`config.mk`:
```
export PLATFORM = sky130hd
export DESIGN_NAME = rob_commit_unit
export DESIGN_NICKNAME = d
export VERILOG_FILES = /design/src/rtl/rob_commit_unit.sv
export SDC_FILE = /design/constraint.sdc
export NUM_CORES = 1
export LEC_CHECK = 0
export CAP_MARGIN = 15
export CORE_MARGIN = 8
export CORE_UTILIZATION = 55
export CTS_BUF_LIST = sky130_fd_sc_hd__clkbuf_4 sky130_fd_sc_hd__clkbuf_8
export DETAILED_ROUTE_END_ITERATION = 7
export GPL_TIMING_DRIVEN = 1
export PLACE_DENSITY = 0.81
export REMOVE_ABC_BUFFERS = 1
export SLEW_MARGIN = 20
export SYNTH_ARGS = -nofsm -noshare
export SYNTH_HDL_FRONTEND = slang
export SYNTH_SLANG_ARGS = --single-unit
```
`constraint.sdc`:
```
create_clock -name clk -period 8.2 [get_ports clk]
set_clock_uncertainty 0.1 [all_clocks]
set_input_delay 1.64 -clock clk [delete_from_list [all_inputs] [get_ports clk]]
set_output_delay 1.64 -clock clk [all_outputs]
set_load 0.02 [all_outputs]
```
`src/rtl/rob_commit_unit.sv`:
```
`default_nettype none

`ifndef PHYSICAL_REG_NUM_WIDTH
`define PHYSICAL_REG_NUM_WIDTH 6
`endif
`ifndef INST_ADDR_WIDTH
`define INST_ADDR_WIDTH 32
`endif

// ============================================================================
// Module   : rob_commit_unit
// Purpose  : Reorder buffer that retires completed instructions in order.
// Revision : 1.0
// ============================================================================
module rob_commit_unit #(
  parameter int ROB_DEPTH              = 16,
  parameter int PHYSICAL_REG_NUM_WIDTH = `PHYSICAL_REG_NUM_WIDTH,
  parameter int INST_ADDR_WIDTH        = `INST_ADDR_WIDTH
) (
  input  logic                              clk,
  input  logic                              reset,
  input  logic                              alloc_valid,
  output logic                              alloc_ready,
  input  logic                              alloc_reg_wb,
  input  logic [PHYSICAL_REG_NUM_WIDTH-1:0] alloc_phy_wr_reg,
  input  logic [INST_ADDR_WIDTH-1:0]        alloc_pc,
  output logic [$clog2(ROB_DEPTH)-1:0]      alloc_tag,
  input  logic                              complete_valid,
  input  logic [$clog2(ROB_DEPTH)-1:0]      complete_tag,
  input  logic                              flush,
  output logic                              commit_valid,
  output logic                              commit_with_write,
  output logic [PHYSICAL_REG_NUM_WIDTH-1:0] commited_wr_register,
  output logic [INST_ADDR_WIDTH-1:0]        commit_pc,
  output logic [$clog2(ROB_DEPTH):0]        occupancy
);

  localparam int          TW          = $clog2(ROB_DEPTH);
  localparam logic [TW:0] DEPTH_COUNT = (TW+1)'(ROB_DEPTH);

  logic [ROB_DEPTH-1:0]              valid_q;
  logic [ROB_DEPTH-1:0]              done_q;
  logic [ROB_DEPTH-1:0]              reg_wb_q;
  logic [PHYSICAL_REG_NUM_WIDTH-1:0] phy_q [ROB_DEPTH];
  logic [INST_ADDR_WIDTH-1:0]        pc_q  [ROB_DEPTH];
  logic [TW-1:0]                     head;
  logic [TW-1:0]                     tail;
  logic [TW:0]                       count;

  logic do_alloc;
  logic do_commit;
  logic do_complete;

  assign alloc_ready = (count < DEPTH_COUNT);
  assign alloc_tag   = tail;
  assign occupancy   = count;
  assign do_alloc    = alloc_valid && alloc_ready;
  assign do_commit   = valid_q[head] && done_q[head];
  // A tag being allocated this edge is still invalid, so a same-cycle completion is dropped.
  assign do_complete = complete_valid && valid_q[complete_tag];

  always_ff @(posedge clk) begin
    if (reset || flush) begin
      valid_q      <= '0;
      done_q       <= '0;
      head         <= '0;
      tail         <= '0;
      count        <= '0;
      commit_valid <= 1'b0;
      if (reset) begin
        commit_with_write    <= 1'b0;
        commited_wr_register <= '0;
        commit_pc            <= '0;
      end
    end else begin
      commit_valid <= do_commit;
      if (do_complete) begin
        done_q[complete_tag] <= 1'b1;
      end
      // Head release is applied after completion so a retired slot always ends clear.
      if (do_commit) begin
        valid_q[head]        <= 1'b0;
        done_q[head]         <= 1'b0;
        head                 <= head + 1'b1;
        commit_with_write    <= reg_wb_q[head];
        commited_wr_register <= phy_q[head];
        commit_pc            <= pc_q[head];
      end
      if (do_alloc) begin
        valid_q[tail] <= 1'b1;
        done_q[tail]  <= 1'b0;
        tail          <= tail + 1'b1;
      end
      case ({do_alloc, do_commit})
        2'b10:   count <= count + 1'b1;
        2'b01:   count <= count - 1'b1;
        default: count <= count;
      endcase
    end
  end

  always_ff @(posedge clk) begin
    if (do_alloc) begin
      reg_wb_q[tail] <= alloc_reg_wb;
      phy_q[tail]    <= alloc_phy_wr_reg;
      pc_q[tail]     <= alloc_pc;
    end
  end

endmodule

`default_nettype wire

```
==> Yosys cells after proc, flatten, opt, wreduce, memory -nomap -nowiden <==
Memories as Yosys holds them, arrays and structs flattened. A register that Yosys moved wholly into a read port is not among the register bits.
Index checks and enable logic that the tools add are counted.
{ "totals": {"latchBits": 0, "mem_bits_rw": 608, "output_inout_bits": 50, "mem_bits_ro": 0, "memories": 2, "register_bits": 101} }
{ "classes": {"multipliers": 0, "div_mod_pow": 0, "eq_ne": 3, "n_reduce_logical": 10, "mux": 39, "shift": 0, "n_bitwise": 7, "order_cmp": 7, "add_sub_neg": 4} }
{ "memory_table": {"columns": ["memory", "words", "width", "rd", "rd_clocked_by_memory_dff", "wr", "line_no", "rtl"], "rows": [
  ["pc_q", 16, 32, 1, 1, 1, "45", "logic [INST_ADDR_WIDTH-1:0] pc_q [ROB_DEPTH];"],
  ["phy_q", 16, 6, 1, 1, 1, "44", "logic [PHYSICAL_REG_NUM_WIDTH-1:0] phy_q [ROB_DEPTH];"]
]} }
{ "ops": {"columns": ["op", "count"], "rows": [
  ["$mux 16", 8],
  ["$mux 32", 3],
  ["$and 16x16->16", 3],
  ["$not 16->16", 2],
  ["$or 16x16->16", 2],
  ["$mux 6", 3],
  ["$bmux 1 s4", 4],
  ["$bwmux 16", 1],
  ["$mux 4", 4],
  ["$lt 4x5->1 const B", 3],
  ["$demux 1 s4", 3],
  ["$ge 4x1->1 const B", 3],
  ["$mux 1", 12],
  ["$pmux 5 s2", 1],
  ["$add 4x1->4 const B", 2],
  ["$logic_and 1x1->1", 6],
  ["$add 5x1->5 const B", 1],
  ["$lt 5x5->1 const B", 1],
  ["$sub 5x1->5 const B", 1],
  ["$reduce_bool 2->1", 2],
  ["$eq 2x1->1 const B", 1],
  ["$eq 2x2->1 const B", 1],
  ["$ne 2x2->1 const B", 1],
  ["$reduce_and 2->1", 1],
  ["$logic_or 1x1->1", 1]
]} }

==> Depth between registers and ports, before layout <==
{ "logic_depth": {"depth_word": 12, "depth_mapped": 15, "depth_no_buf": 13} }

==> Worst setup path before layout <==
OpenSTA, ideal clock, no wires.
{ "synth_timing": {"path_kind": "in2reg", "start": "in flush", "end": "reg commit_pc[0], enable pin", "required_ns": 7.656, "stages": 1, "setup_time_ns": 0.444, "arrival_ns": 3.492, "setup_slack_ns": 4.164, "cell_sequence": "o21bai_1"} }
{ "synth_between": {"elab_chain_len": 3, "elab_cells_between_ends": 4, "classes_between": "1 x eq/ne; 3 x reduce/logical"} }
{ "synth_lines": {"columns": ["item", "line_no", "rtl"], "rows": [
  ["start, declared", "30", "input logic flush,"],
  ["$logic_or 1x1->1 (*)", "63", "if (reset || flush) begin"],
  ["$ne 2x2->1 (no source line) / $reduce_bool 2->1 (equally long branches)", null, null],
  ["$reduce_and 2->1 (no source line) (*)", null, null],
  ["end signal, assigned", "87", "commit_pc <= pc_q[head];"],
  ["end, declared", "34", "output logic [INST_ADDR_WIDTH-1:0] commit_pc,"]
]} }
Mark *: on every way between the ends. The rest lies on a longest branch, timed or not.
A chain may end at the register's enable or synchronous reset.

==> Worst setup path after layout <==
{ "layout_timing": {"start": "reg head[1]", "end": "reg count[4] (netlist: occupancy[4])"} }
{ "layout_between": {"elab_chain_len": 5, "elab_cells_between_ends": 9, "classes_between": "2 x eq/ne; 5 x mux; 2 x reduce/logical"} }
{ "layout_lines": {"columns": ["item", "line_no", "rtl"], "rows": [
  ["start, declared", "46", "logic [TW-1:0] head;"],
  ["start signal, assigned", "84", "head <= head + 1'b1;"],
  ["$bmux 1 s4", "58", "assign do_commit = valid_q[head] && done_q[head];"],
  ["$mux 1 (implied by the code)", "58", null],
  ["$logic_and 1x1->1 (*)", "58", null],
  ["net do_commit", "51", "logic do_commit;"],
  ["$eq 2x1->1 / $eq 2x2->1 (equally long branches)", "94", "case ({do_alloc, do_commit})"],
  ["$pmux 5 s2 / $reduce_bool 2->1 (equally long branches)", null, null],
  ["end signal, assigned", "95", "2'b10: count <= count + 1'b1;"],
  ["end signal, assigned", "96", "2'b01: count <= count - 1'b1;"],
  ["end signal, assigned", "97", "default: count <= count;"],
  ["end, declared", "48", "logic [TW:0] count;"]
]} }
The timed path passes the listed nets; every way through them passes the cells marked *. The select of a mux whose other input is x is not followed.

==> qor.yml <==
synth_warnings: 0
clock_sinks: 713
clk_pin_slew_ns: 0.06
yosysSeqAreaShare_pct: 76.1
grt_remaining_overflow: 0
antenna_found_initial: 3
route.vias.total: 13200
pre_cts_slack_ns: 3.58
die_width_um: 239
cts_max_path_buffers: 3
post_cts.repair.setup_buffers: 0
core-area_um2: 49800
io_pins: 98
cts_made_buffers: 108
yosys-top-cells-count: "edfxtp_1, mux4_2, and2_1"
finalWorstSetupSlack_ns: 4.11
cts_tree: "built"
powerDensity_nw_per_um2: 225
syn_area_per_cell_um2: 22.1
cts-htree-levels: 3
synth_most_common_cell: "edfxtp_1"
drtAntennaViolNets: 0
async_flop_share_pct: 0
gp_congestion: 0.866
max_freq_mhz: 244
dp.cells: 1972
rsz0062_at_grt: "false"
synth_cell_type_count: 51
grt_pass1_vias: 13800
hp-class: "flip-flop to flip-flop"
area_growth_pct: 13.9
yosysTopAreaCell: "edfxtp_1"
nNetsFinal: 1470
die-height_um: 239
synthCells: 1244
path_max_fanout: 17
relSlewSlack_pct: 27.9
grtUsageTotal_pct: 19.6
synth_enable_flop_cells: 663
max-vdd-ir-drop_mv: 0.123
ctsResizeCount: 0
fillers: 3197
antenna_cells: 0
start_util_pct: 55.2
slew_violations: 0
status: "finished clean"
holdBufCountCts: 0
hold_viol_final: 0
wl_um: 55600
clk_latency_ns: 0.68
tns_ns: 0
viasPerCell: 6.08
grt_pass1_wl_um: 83800
wl_per_cell_um: 25.7
post-route-util_pct: 62.9
cp.required_ns: 8.68
ys_ff_latch: 713
crit_arrival_ns: 4.58
min_period_ns: 4.09
drt_iter0_markers: 1453
stdcell_count: 2167
dieArea_um2: 57300
grt_max_degree: 75
ys.flop_type: "edfxtp_1"
setup_violations: 0
synth_area_um2: 27500
rows: 82
power.leakage_nw: 9.65
drc_errors: 0
maxCapViolCount: 0
cp-end-kind: "flip-flop"
worst-setup-path-type: "flip-flop to flip-flop"
synthTopCellsByArea: "edfxtp_1, mux4_2, dfxtp_1"
place_hpwl_um: 30600
netlist.area_leader.share_pct: 72.5
clk_root_buffer_cell: "clkbuf_8"
fin_crit_sh_pct: 49.9
first_pass_iters: 5
crit_path_start_kind: "flip-flop"
worst_pin_slew_ns: 1.08
io_buffer_count: 97
drive_gt1_share_pct: 28.2
-- registers in the layout, summed over array words and instances, names as in the netlist, named ones only --
register / count
alloc_tag: 4
commit_pc: 32
commit_valid: 1
commit_with_write: 1
commited_wr_register: 6
done_q: 16
head: 4
occupancy: 5
pc_q: 512
phy_q: 96
reg_wb_q: 16
valid_q: 16
-- cell type report --
class                           count  area, um2  area share (%)
Clock buffer                      147       1800            5.77
Timing Repair Buffer              117       1120            3.58
Inverter                           19       77.6           0.248
Clock inverter                     48        320            1.02
Sequential cell                   713      20900            66.9
Multi-Input combinational cell    451       6190            19.8
Tap cell                          672        841            2.69
-- stage by stage --
step                      power [W]  hold slack [ns]  area, um2
final                       0.00703            0.369      31300
after floorplan             0.00416            0.335      27100
after detailed placement    0.00427            0.358      29100
after global routing        0.00724            0.378      31300
after global placement      0.00427            0.347      29100
after CTS                   0.00708            0.370      31300
-- worst paths after layout --
check,startpoint,end,slack [ns],cells past startpoint
hold / removal,valid_q[6],valid_q[6],0.37,2
hold reg to reg,valid_q[6],valid_q[6],0.37,2
setup / recovery,head[1],occupancy[4],4.11,13
setup reg to reg,head[1],occupancy[4],4.11,13
-- routing by layer --
layer  track usage [%]  vias up  routed length (um)
li1                  -     5574                   -
met1              26.4     6842               22000
met2              31.7      649               27400
met3              4.64      108                4840
met4              6.79        4                1380
met5                 0        -                  27
-- power breakdown --
group | total, W | internal (W) | switching (W)
Clock | 0.00283 | 0.00153 | 0.00131
Combinational | 0.000180 | 0.0000705 | 0.000109
Sequential | 0.00402 | 0.00401 | 0.00000928
Total | 0.00703 | 0.00560 | 0.00143
-- critical path: stages, from the launching register on --
cell and delay [ns]:
dfxtp_1 0.78, inv_1 0.32, mux4_2 0.41, a22oi_2 0.31, and2_1 0.33, inv_1 0.11, ha_1 0.29, xor2_1 0.18
ha_1 0.23, a211o_1 0.27, a21oi_1 0.14, a221oi_1 0.07, or3_1 0.33, a21oi_1 0.15
-- cell families after synthesis --
group           Yosys count  synth area share (%)
fa+ha+maj                12                 0.547
flops                   713                  76.1
xor+xnor                  6                 0.191
simple gates            149                  2.97
mux                     204                  16.6
buf+inv                  80                  1.45
compound gates           80                  2.08
-- cells in the final DEF (no fill, tap or decap), types with 12 or more instances in the layout --
cell type        instances
edfxtp_1               663
mux4_2                 202
clkbuf_8               112
clkdlybuf4s50_1         97
and2_1                  47
dfxtp_1                 46
clkbuf_4                35
nand2_1                 30
a21oi_1                 26
clkinv_1                22
buf_4                   20
nor2_1                  19
clkinv_2                18
nor4_1                  16
inv_1                   14
and2_2                  12
ha_1                    12
Power figures use the tool's default switching activity.
